**src/rtl/dmem_access_unit.sv**
```systemverilog
// Data-memory access unit for an RV32I MEM stage.
// Takes one load/store control word, checks it, and runs a single memory access
// through a three-state FSM (IDLE -> ACCESS -> RESP). The pipeline is frozen
// with stall until the access completes, then released with a one-cycle done.
//
// Ports
//   clk, rst        single clock, synchronous active-high reset
//   req_valid       MEM-stage control word valid
//   mem_read        load request
//   mem_write       store request
//   funct3          width/sign code (LB/LH/LW/LBU/LHU, SB/SH/SW)
//   addr            byte address from the ALU
//   store_data      rs2 value, data in the low byte/half/word
//   dmem_read       registered memory read strobe
//   dmem_write      registered memory write strobe
//   dmem_address    word-aligned memory address
//   dmem_wdata      lane-replicated store data
//   dmem_mbe        byte enables
//   dmem_rdata      read data, valid with dmem_resp
//   dmem_resp       one-cycle completion from memory
//   load_data       registered, extended load result
//   done            one-cycle completion pulse to the pipeline
//   stall           pipeline freeze request
//   access_err      illegal or misaligned request; no access is issued
module dmem_access_unit (
  input  logic        clk,
  input  logic        rst,
  input  logic        req_valid,
  input  logic        mem_read,
  input  logic        mem_write,
  input  logic [2:0]  funct3,
  input  logic [31:0] addr,
  input  logic [31:0] store_data,
  output logic        dmem_read,
  output logic        dmem_write,
  output logic [31:0] dmem_address,
  output logic [31:0] dmem_wdata,
  output logic [3:0]  dmem_mbe,
  input  logic [31:0] dmem_rdata,
  input  logic        dmem_resp,
  output logic [31:0] load_data,
  output logic        done,
  output logic        stall,
  output logic        access_err
);

  typedef enum logic [1:0] {
    StIdle,
    StAccess,
    StResp
  } state_e;

  state_e state_q, state_d;

  logic        rd_q;
  logic        wr_q;
  logic [31:0] addr_q;
  logic [31:0] wdata_q;
  logic [3:0]  mbe_q;
  logic [31:0] load_q;
  logic [1:0]  lane_q;
  logic [2:0]  funct3_q;

  // Request decode
  logic        req;
  logic        rw_both;
  logic        legal_f3;
  logic        misaligned;
  logic        go;

  // Store formatting
  logic [3:0]  fmt_mbe;
  logic [31:0] fmt_wdata;

  // Load extraction
  logic [31:0] rdata_shift;
  logic [7:0]  rbyte;
  logic [15:0] rhalf;
  logic [31:0] load_ext;

  assign req     = req_valid & (mem_read ^ mem_write);
  assign rw_both = req_valid & mem_read & mem_write;

  always_comb begin
    legal_f3 = 1'b0;
    if (mem_read) begin
      unique case (funct3)
        3'b000, 3'b001, 3'b010, 3'b100, 3'b101: legal_f3 = 1'b1;
        default:                                legal_f3 = 1'b0;
      endcase
    end else begin
      unique case (funct3)
        3'b000, 3'b001, 3'b010: legal_f3 = 1'b1;
        default:                legal_f3 = 1'b0;
      endcase
    end
  end

  // funct3[1:0] encodes the access size for every legal code.
  always_comb begin
    misaligned = 1'b0;
    unique case (funct3[1:0])
      2'b01:   misaligned = addr[0];
      2'b10:   misaligned = (addr[1:0] != 2'b00);
      default: misaligned = 1'b0;
    endcase
  end

  assign go         = (state_q == StIdle) & req & legal_f3 & ~misaligned;
  assign access_err = (state_q == StIdle) & (rw_both | (req & (~legal_f3 | misaligned)));

  always_comb begin
    fmt_mbe   = 4'b1111;
    fmt_wdata = store_data;
    if (mem_write) begin
      unique case (funct3[1:0])
        2'b00: begin
          fmt_mbe   = 4'b0001 << addr[1:0];
          fmt_wdata = {4{store_data[7:0]}};
        end
        2'b01: begin
          fmt_mbe   = 4'b0011 << addr[1:0];
          fmt_wdata = {2{store_data[15:0]}};
        end
        default: begin
          fmt_mbe   = 4'b1111;
          fmt_wdata = store_data;
        end
      endcase
    end
  end

  // Extraction uses the latched lane and width, never the live inputs.
  assign rdata_shift = dmem_rdata >> {lane_q, 3'b000};
  assign rbyte       = rdata_shift[7:0];
  assign rhalf       = lane_q[1] ? dmem_rdata[31:16] : dmem_rdata[15:0];

  always_comb begin
    load_ext = dmem_rdata;
    unique case (funct3_q)
      3'b000:  load_ext = {{24{rbyte[7]}}, rbyte};
      3'b001:  load_ext = {{16{rhalf[15]}}, rhalf};
      3'b100:  load_ext = {24'h000000, rbyte};
      3'b101:  load_ext = {16'h0000, rhalf};
      default: load_ext = dmem_rdata;
    endcase
  end

  always_comb begin
    state_d = state_q;
    unique case (state_q)
      StIdle:   if (go) state_d = StAccess;
      StAccess: if (dmem_resp) state_d = StResp;
      StResp:   state_d = StIdle;
      default:  state_d = StIdle;
    endcase
  end

  always_ff @(posedge clk) begin
    if (rst) begin
      state_q  <= StIdle;
      rd_q     <= 1'b0;
      wr_q     <= 1'b0;
      addr_q   <= 32'h0;
      wdata_q  <= 32'h0;
      mbe_q    <= 4'h0;
      load_q   <= 32'h0;
      lane_q   <= 2'b00;
      funct3_q <= 3'b000;
    end else begin
      state_q <= state_d;
      if (go) begin
        rd_q     <= mem_read;
        wr_q     <= mem_write;
        addr_q   <= {addr[31:2], 2'b00};
        wdata_q  <= fmt_wdata;
        mbe_q    <= fmt_mbe;
        lane_q   <= addr[1:0];
        funct3_q <= funct3;
      end
      if ((state_q == StAccess) && dmem_resp) begin
        rd_q <= 1'b0;
        wr_q <= 1'b0;
        // rd_q is still high on the response cycle of a load.
        if (rd_q) load_q <= load_ext;
      end
    end
  end

  assign dmem_read    = rd_q;
  assign dmem_write   = wr_q;
  assign dmem_address = addr_q;
  assign dmem_wdata   = wdata_q;
  assign dmem_mbe     = mbe_q;
  assign load_data    = load_q;
  assign done         = (state_q == StResp);
  assign stall        = go | (state_q == StAccess);

endmodule

```
**config.mk**
```make
export PLATFORM = sky130hd
export DESIGN_NAME = dmem_access_unit
export DESIGN_NICKNAME = d
export VERILOG_FILES = /design/src/rtl/dmem_access_unit.sv
export SDC_FILE = /design/constraint.sdc
export NUM_CORES = 1
export LEC_CHECK = 0
export ABC_AREA = 1
export ABC_CLOCK_PERIOD_IN_PS = 3050
export CORE_MARGIN = 2
export CORE_UTILIZATION = 45
export CTS_BUF_LIST = sky130_fd_sc_hd__clkbuf_8
export CTS_CLUSTER_SIZE = 30
export DETAILED_ROUTE_END_ITERATION = 16
export PLACE_DENSITY = 0.83
export SYNTH_ARGS = -nofsm -noshare
export SYNTH_HDL_FRONTEND = slang
export SYNTH_SLANG_ARGS = --single-unit
```
**constraint.sdc**
```tcl
create_clock -name clk -period 3.05 [get_ports clk]
set_input_delay 0.915 -clock clk [delete_from_list [all_inputs] [get_ports clk]]
set_output_delay 0.915 -clock clk [all_outputs]
set_load 0.02 [all_outputs]
```
==> results.md, run 1 <==
- Min-Delay Path Class: flip-flop to flip-flop
- DP Worst Slack: -743 ps
- Startpoint Class: input pin
- Synth cell count leaders: nand2_1, nor2_1, o21ai_0, dfxtp_1, inv_1
- Largest family of logic cells by synthesized area: simple AND/OR/NAND/NOR gates
- CTS HTree Levels: 3
- Layout cells sized above 1: 0.0683
- Worst hold endpoint: lane_q[1]
- GP Congestion: a little over 0.9
- HP Start: lane_q[1]
- VDD IR max: about 0.26 mV
- Site Rows: 39
- Cells after Synth: slightly above 800
- Hold path cells: 2
- Initial antenna violation count: 1
- Fmax: 337 MHz
- Post-DRT Antenna Nets: 0
- CTS Buffer Depth: 2
- Reg2reg path depth: 9
- Starting density of the core: 0.459
- First-pass GRT wire length: around 26 mm
- Global route overflow: 0
- Num CTS Buffers: 9
- CP Data Arrival Time: between 2000 and 2500 ps
- Asr flop ratio synth: 0
- Synth Area in XOR/XNOR: 0
- Wire per inst: 13.7 microns
- Tcrit/Tclk final: 0.972
- # hold bufs at CTS: 0
- Slew @ Worst Pin: 659 ps
- Total Power: 2.99 mW
- Synth unique cells: 28
- PnR worst setup slack: ~85 ps
- Fin crit period: roughly 3000 ps
- Vias: 5758
- Most common cell in the netlist: nand2_1
- Max-slew headroom: 0.561
- Syn_area_per_cell: about 6.4 sq um
- Yosys reg bits: 107
- # IOs: 210
- Compound-Gate Fraction of Synth Area: 0.194
- Fin util: 0.677
- CTS tree: yes
- DIE HEIGHT: 112 microns
- Post-synthesis mux area share: 0
- Port Buffers: roughly 210
- 1st-iter DRT viols: slightly below 400
- Max_cap viols: 0
- R2R Setup Slk: 1100 ps
- EDFF count, synth: 0
- Clock sinks: around 110
- Reg2reg start: lane_q[1]
- Worst path required time: between 2000 and 2500 ps
- Die ar.: between 10000 and 15000 sq um
- Clk_lat worst skew: 360 ps
- Post-Synth Simple-Gate Area: 0.286
- CP Max Fanout: 2
- Leakage: around 3.3 nW
- Detailed-route DRC error count: 0
- Detailed Routing Iterations Pass 1: 5
- Cell Pwr Density: approximately 390 nW/um^2
- Yosys warning count: 0
- Clk slew on worst S/H paths: roughly 90 ps
- Post-synth top area share: 0.411
- Slew Limit Fails: 0
- Top post-synthesis cells by area: dfxtp_1, nand2_1, o21ai_0
- Vias in the first global route: between 5000 and 6000
- Adder-Cell Fraction of Synth Area: 0.00720
- Synth Cell Area: ~5200 sq um
- Die width: 112 microns
- Worst setup EP type: output pin
- RSZ-0062 raised after global routing: false
- Clk root buf: clkbuf_8
- Final clock skew: around 13 ps
- Via/cell ratio: between 4 and 5
- Status: finished clean
- GR Util All Layers: 0.249
- Sequential share of the synthesized area: 0.411
- Synth area leader: dfxtp_1
- Ys flop type: dfxtp_1
- Largest net degree at the start of global routing: approximately 70
- Sum Neg Setup Slack: 0 ps
- DP HPWL: about 11 mm
- Crit path kind: input pin to output pin
- Core area: between 10000 and 15000 sq um
- RR Endpoint: load_data[29]
- Count of final setup violators: 0
- Detailed-route wire length: ~16 mm
- NumNets Final: 1113
- Area grow syn2layout: 47.7%
- Final Hold Fails: 0
-- logic make-up after synthesis --
logic type | count (synthesis)
AND/OR/NAND/NOR | 385
AO/OA/AOI/OAI | 192
buffers and inverters | 122
flip-flops | 107
adder cells (fa/ha/maj) | 3
other | 1
-- worst max-delay path by stage --
stage / start / endpoint
5_1_grt: funct3[0] / access_err
3_5_place_dp: funct3[0] / access_err
2_1_floorplan: funct3[1] / stall
6_report: addr[1] / stall
4_1_cts: funct3[1] / access_err
3_3_place_gp: funct3[1] / access_err
-- report_power, final --
part           internal (mW)  total (mW)  switching [mW]
registers               1.45        1.48          0.0310
clock network          0.313       0.782           0.469
logic                  0.338       0.725           0.387
total                   2.10        2.99           0.887
-- per-layer routing --
metal	vias up	wire, microns	track usage
li1	2918	-	-
met1	2575	6460	0.297
met2	227	7470	0.412
met3	38	1430	0.0789
met4	0	499	0.107
met5	-	0	0
-- cell usage in the layout, fill, tap and decap left out, drive strengths merged, types with 2 or more instances in the layout --
cell,instances
ha,3
nand2,247
conb,2
nand3,8
dfxtp,107
buf,28
clkbuf,12
o21bai,17
dlymetal6s2s,3
clkinvlp,2
o21ai,121
nor2,125
inv,75
clkdlybuf4s50,199
nor3,3
a21oi,52
-- stage by stage --
step / cell area (sq um) / instances / hold WS (ps)
2_1_floorplan: 5220 / 811 / 481
3_3_place_gp: 7450 / 1134 / 452
3_5_place_dp: 7450 / 1134 / 456
4_1_cts: 7630 / 1150 / 474
5_1_grt: 7700 / 1154 / 494
6_report: 7700 / 1154 / 473
-- registers in the layout, summed over array words and instances, names as in the netlist --
register / flops
dmem_address: 30
dmem_mbe: 4
dmem_read: 1
dmem_wdata: 32
dmem_write: 1
funct3_q: 3
lane_q: 2
load_data: 32
state_q: 2
-- critical path, cell delays in order --
cell	delay [ps]
clkdlybuf4s50_1	480
inv_1	60
nand2_2	80
nand3_4	90
buf_4	140
nand3_2	60
nand2_1	60
buf_2	150
-- final cells by class --
class	count	area [sq um]
Inverter	72	270
Sequential cell	107	2140
Multi-Input combinational cell	582	2620
Antenna cell	1	2.50
Tap cell	143	179
Fill cell	1022	3670
Clock inverter	6	35.0
Timing Repair Buffer	233	2320
Clock buffer	10	138
-- timing repair --
| action | CTS | global route |
|---|---|---|
| endpoints found under the setup margin | 2 | 2 |
| buffers inserted | 0 | 3 |
| gates cloned | 0 | 0 |
| pin swaps | 1 | 4 |
| resized for setup | 18 | 20 |
(Power assumes the default switching activity.)
==> run 2: changes to the inputs <==
Settings changed: CORE_UTILIZATION 45 to 35, PLACE_DENSITY 0.83 to 0.67.
==> run 2 against run 1 <==
Effect of this change: power is 5.1% higher; first-iteration DRC count is 16% higher; sequential share of layout area is 0.46 points lower; clock skew is 5.1 ps lower; setup slack worse by 17 ps; clock power is 19% higher; register-to-register slack worse by 220 ps; combinational power hardly changed; wire length is 4.4% higher; critical endpoint is now access_err; largest cell class unchanged; highest routed layer unchanged.
==> results.md, run 2 (same netlist as run 1, synthesis figures left out) <==
- Clock sinks: 107 (unchanged)
- Post-DRT Antenna Nets: 0 (unchanged)
- Count of final setup violators: 0 (unchanged)
- Detailed Routing Iterations Pass 1: 4 (-1)
- Detailed-route wire length: 16.6 mm (+4.4%)
- Clk_lat worst skew: 380 ps (+20 ps)
- DP HPWL: 11.9 mm (+5.6%)
- DIE HEIGHT: 126 microns (+13%)
- Startpoint Class: input pin
- Max-slew headroom: 0.567 (+0.00585)
- # hold bufs at CTS: 0 (unchanged)
- Fmax: 335 MHz (-0.58%)
- Core area: 14500 sq um (+28%)
- Site Rows: 44 (+13%)
- CTS Buffer Depth: 2 (unchanged)
- Detailed-route DRC error count: 0 (unchanged)
- Area grow syn2layout: 50.2%
- VDD IR max: 0.205 mV (-21%)
- Worst setup EP type: output pin
- Most common cell after layout, fill and taps aside: nand2_1
- Slew @ Worst Pin: 650 ps (-8.77 ps)
- Leakage: 3.33 nW (+0.76%)
- CTS HTree Levels: 3 (unchanged)
- Status: finished clean
- 1st-iter DRT viols: 456 (+16%)
- Placed cell areas: 7550 sq um (+1.3%)
- # diodes: 0 (-1)
- Worst path required time: 2130 ps (about the same)
- CTS tree: yes
- # IOs: 210 (unchanged)
- Vias in the first global route: 5238 (-4.2%)
- Die width: 126 microns (+13%)
- PnR worst setup slack: 67.3 ps (-17.3 ps)
- Initial antenna violation count: 0 (-1)
- Vias: 5638 (-2.1%)
- Max_cap viols: 0 (unchanged)
- Largest net degree at the start of global routing: 69 (-4.2%)
- Tcrit/Tclk final: 0.978 (+0.00566)
- Starting density of the core: 0.359 (-0.0998)
- NumNets Final: 1117 (+0.36%)
- Min-Delay Path Class: flip-flop to flip-flop
- Via/cell ratio: 4.71 (-5.6%)
- Num CTS Buffers: 9 (unchanged)
- Final Hold Fails: 0 (unchanged)
- Fillers: 1473 (+44%)
- Crit path kind: input pin to output pin
- Finished Cell Area: 7830 sq um (+1.7%)
- Area occupied by multi-input gates: 2620 sq um (about the same)
- Total area of sequential cells: 2140 sq um (unchanged)
- Final clock skew: 7.47 ps (-5.13 ps)
- Total Power: 3.14 mW (+5.1%)
- Clk slew on worst S/H paths: 100 ps (about the same)
- Slew Limit Fails: 0 (unchanged)
- GR Util All Layers: 0.207 (-0.0419)
- GP Congestion: 0.892 (-1.6%)
- CP Max Fanout: 3 (+1)
- Global route overflow: 0 (unchanged)
- R2R Setup Slk: 880 ps (-220 ps)
- Fin crit period: 2980 ps (+17.3 ps)
- Sum Neg Setup Slack: 0 ps (unchanged)
- Wire per inst: 13.8 microns (+0.67%)
- DP Worst Slack: -716 ps (+27.3 ps)
- Clk root buf: clkbuf_8
- Commonest cells after routing, fill and taps aside: nand2_1, clkdlybuf4s50_1, nor2_1, o21ai_0, dfxtp_1
- Layout cells sized above 1: 0.0701 (+0.00177)
- Die ar.: 15900 sq um (+27%)
- CP Data Arrival Time: 2070 ps (+20 ps)
- RSZ-0062 raised after global routing: false
- First-pass GRT wire length: 26.5 mm (+3.2%)
- Cell Pwr Density: 401 nW/um^2 (+3.3%)
- Port Buffers: 207 (unchanged)
==> run 2: metal layers <==
layer / wire (microns) / global-route usage
met1: 7200 / 0.259
met4: 295 / 0.0730
met5: 0 / 0
met2: 7770 / 0.344
met3: 1290 / 0.0535
==> run 2: timing repair <==
item / 4_1_cts / 5_1_grt
setup buffers: 1 / 0
pin swaps: 3 / 4
resized for setup: 28 / 7
endpoints found under the setup margin: 2 / 1
endpoints found under the hold margin: 0 / 0
==> run 2: critical path, stage by stage <==
cell,delay (ps)
clkdlybuf4s15_2,230
inv_4,100
ha_4,150
nand2_2,70
a21oi_4,170
nand2_2,90
o21bai_1,140
inv_1,50
buf_4,150
==> run 2: report_power, final <==
group | switching (mW) | internal [mW]
clock network | 0.484 | 0.444
logic | 0.383 | 0.342
registers | 0.0360 | 1.45
total | 0.903 | 2.24
==> run 2: path summary, 6_finish.rpt <==
path                                       to        start  depth (start not counted)
worst max-delay path               access_err    funct3[0]                          9
worst max register to register  load_data[25]    lane_q[1]                          8
worst min-delay path              dmem_mbe[3]  dmem_mbe[3]                          2
worst min register to register    dmem_mbe[3]  dmem_mbe[3]                          2
==> run 2: area by class of cell <==
cell class | count | share of cell area
inverters | 72 | 0.0348
clock buffers | 12 | 0.0211
repair buffers | 237 | 0.301
well taps | 184 | 0.0294
multi-input cells | 582 | 0.335
flip-flops and latches | 107 | 0.273
clock inverters | 3 | 0.00591
==> run 2: through the flow <==
step	instances	hold WS (ps)	utilization
2_1_floorplan	811	481	-
3_3_place_gp	1181	454	0.519
3_5_place_dp	1181	458	0.519
4_1_cts	1197	475	0.538
5_1_grt	1197	485	0.539
6_report	1197	472	0.539
==> patch (config.mk and constraints of run 1) <==
Make the reset (`rst`) asynchronous in one clocked block. Comments in the files are not updated.
--- a/src/rtl/dmem_access_unit.sv
+++ b/src/rtl/dmem_access_unit.sv
@@ -156,7 +156,7 @@
     endcase
   end
 
-  always_ff @(posedge clk) begin
+  always_ff @(posedge clk or posedge rst) begin
     if (rst) begin
       state_q  <= StIdle;
       rd_q     <= 1'b0;
Behaviour: differs if rst is asserted again (counterexample within 4 cycles, from zero or initial values and one cycle with rst high); with rst held inactive, the same outputs for 10 cycles.
==> patch against run 1 <==
Maximum frequency is 0.38% lower; wire length grew 2.2%; non-clock buffer count increased by 7; cell area rose by 6.8%; global-route usage up 0.20 points; setup slack worse by 0.011 ns; sequential cell count stayed put; synthesized area grew 6.9%; via count is 3.0% lower; worst hold slack improved by 0.013 ns; highest routed layer unchanged.
Power is not compared: it rests on default switching activity, and its combinational part moved more than twofold at a synthesized area within 25%.
==> patch: results (changes against run 1) <==
R2R Path Start lane_q[1] (unchanged); Worst R2R Path Depth 6 (was 9); vias 5584 (was 5758); FF-to-FF setup slack 0.93 ns (was 1.10 ns); largest net degree at the start of global routing 95 (was 72); routability cong. 0.868 (was 0.906); drt wl/cell 13.7 um (about the same); Area contributors post-synth dfrtp_1 (48%), nand2_1 (27%), inv_1 (5.3%) (was dfxtp_1 (41%), nand2_1 (18%), o21ai_0 (12%)); status completed (unchanged); dpl cell area 7920 sq um (was 7450 sq um); worst-path maximum fanout 3 (was 2); final setup skew 0.0120 ns (was 0.0126 ns); Antenna Cells 0 (was 1); met2 routed WL 7700 um (was 7470 um); layout cells sized above 1 0.0888 (was 0.0683); initial antenna violation count 0 (was 1); 1st-iter DRT viols 352 (was 393); synth cell count leaders nand2_1 (403), dfrtp_1 (107), inv_1 (78), o21ai_0 (43), nand3_1 (39) (was nand2_1 (245), nor2_1 (122), o21ai_0 (120), dfxtp_1 (107), inv_1 (68)); HPWL Detailed 11900 um (was 11300 um); vias in the first global route 5362 (was 5468); Worst Tran Pin Value 0.842 ns (was 0.659 ns); Hold Path Sink load_data[14] (was lane_q[1]); CTS clock-pin slew for the worst setup and hold paths 0.11 ns (was 0.09 ns); Synth Flop Type dfrtp_1 (was dfxtp_1); fin nets 1116 (was 1113); Hold Startpoint load_data[14] (was lane_q[1]); Netlist cell types 23 (was 28); Synth async-reset ratio 1.00 (was 0); global-route wire length before repair 26200 um (was 25700 um)
-- patch: changes by cell type after synthesis, moves of 32 or more --
cell,change
nor2_1,-88
nand3_1,+32
nand2_1,+158
o21ai_0,-77
dfrtp_1,+107
dfxtp_1,-107
-- patch: repair_timing --
action,CTS,global route
buffers inserted,0,3
setup endpoints to repair,2,2
pin swaps,1,4
gates resized for setup,20,17
-- patch: cell families after synthesis --
| logic type | count (synthesis) | share of synthesized area |
|---|---|---|
| AO/OA/AOI/OAI | 67 | 0.0622 |
| buffers and inverters | 119 | 0.0943 |
| other | 1 | 0.000673 |
| AND/OR/NAND/NOR | 498 | 0.356 |
| flip-flops | 107 | 0.480 |
| adder cells (fa/ha/maj) | 3 | 0.00673 |
-- patch: metal layers --
metal	global-route usage	vias up
li1	-	2820
met1	0.316	2535
met2	0.414	206
met3	0.0838	23
met4	0.0675	0
met5	0	-
-- patch: cell type report --
class | instances | area, sq um | share of cell area
clock buffers | 10 | 138 | 0.0167
flip-flops and latches | 107 | 2680 | 0.326
inverters | 80 | 304 | 0.0370
repair buffers | 240 | 2370 | 0.288
clock inverters | 6 | 82.6 | 0.0100
multi-input cells | 570 | 2440 | 0.297
well taps | 168 | 210 | 0.0256
-- patch: worst max-delay path by stage --
stage | start | end | slack (ns) | cells past startpoint
6_report | funct3[2] | stall | 0.07 | 8
2_1_floorplan | funct3[0] | stall | 0.10 | 8
4_1_cts | funct3[0] | stall | 0.01 | 9
3_3_place_gp | funct3[1] | access_err | -0.74 | 10
3_5_place_dp | funct3[1] | access_err | -0.79 | 10
5_1_grt | funct3[2] | stall | 0.005 | 8
-- patch: metrics by stage --
stage	hold WS (ns)	setup slack [ns]	setup TNS [ns]	std cells
finish	0.486	0.0733	0	1181
floorplan	0.466	0.104	0	796
global route	0.502	0.00490	0	1181
detailed placement	0.464	-0.793	-15.55	1162
global placement	0.462	-0.741	-10.77	1162
CTS	0.492	0.0103	0	1178
-- patch: worst max-delay path, cell delays in order --
cell and delay, ns:
clkdlybuf4s50_1 0.41, inv_2 0.08, nor2_1 0.05, o21ai_2 0.18
buf_4 0.14, nand3_2 0.09, nand2_2 0.07, buf_6 0.11
-- patch: report_power, final --
part           internal (mW)  switching, mW  total (mW)
registers               1.94          0.352        2.30
clock network          0.421          0.538       0.959
logic                   1.46           1.65        3.11
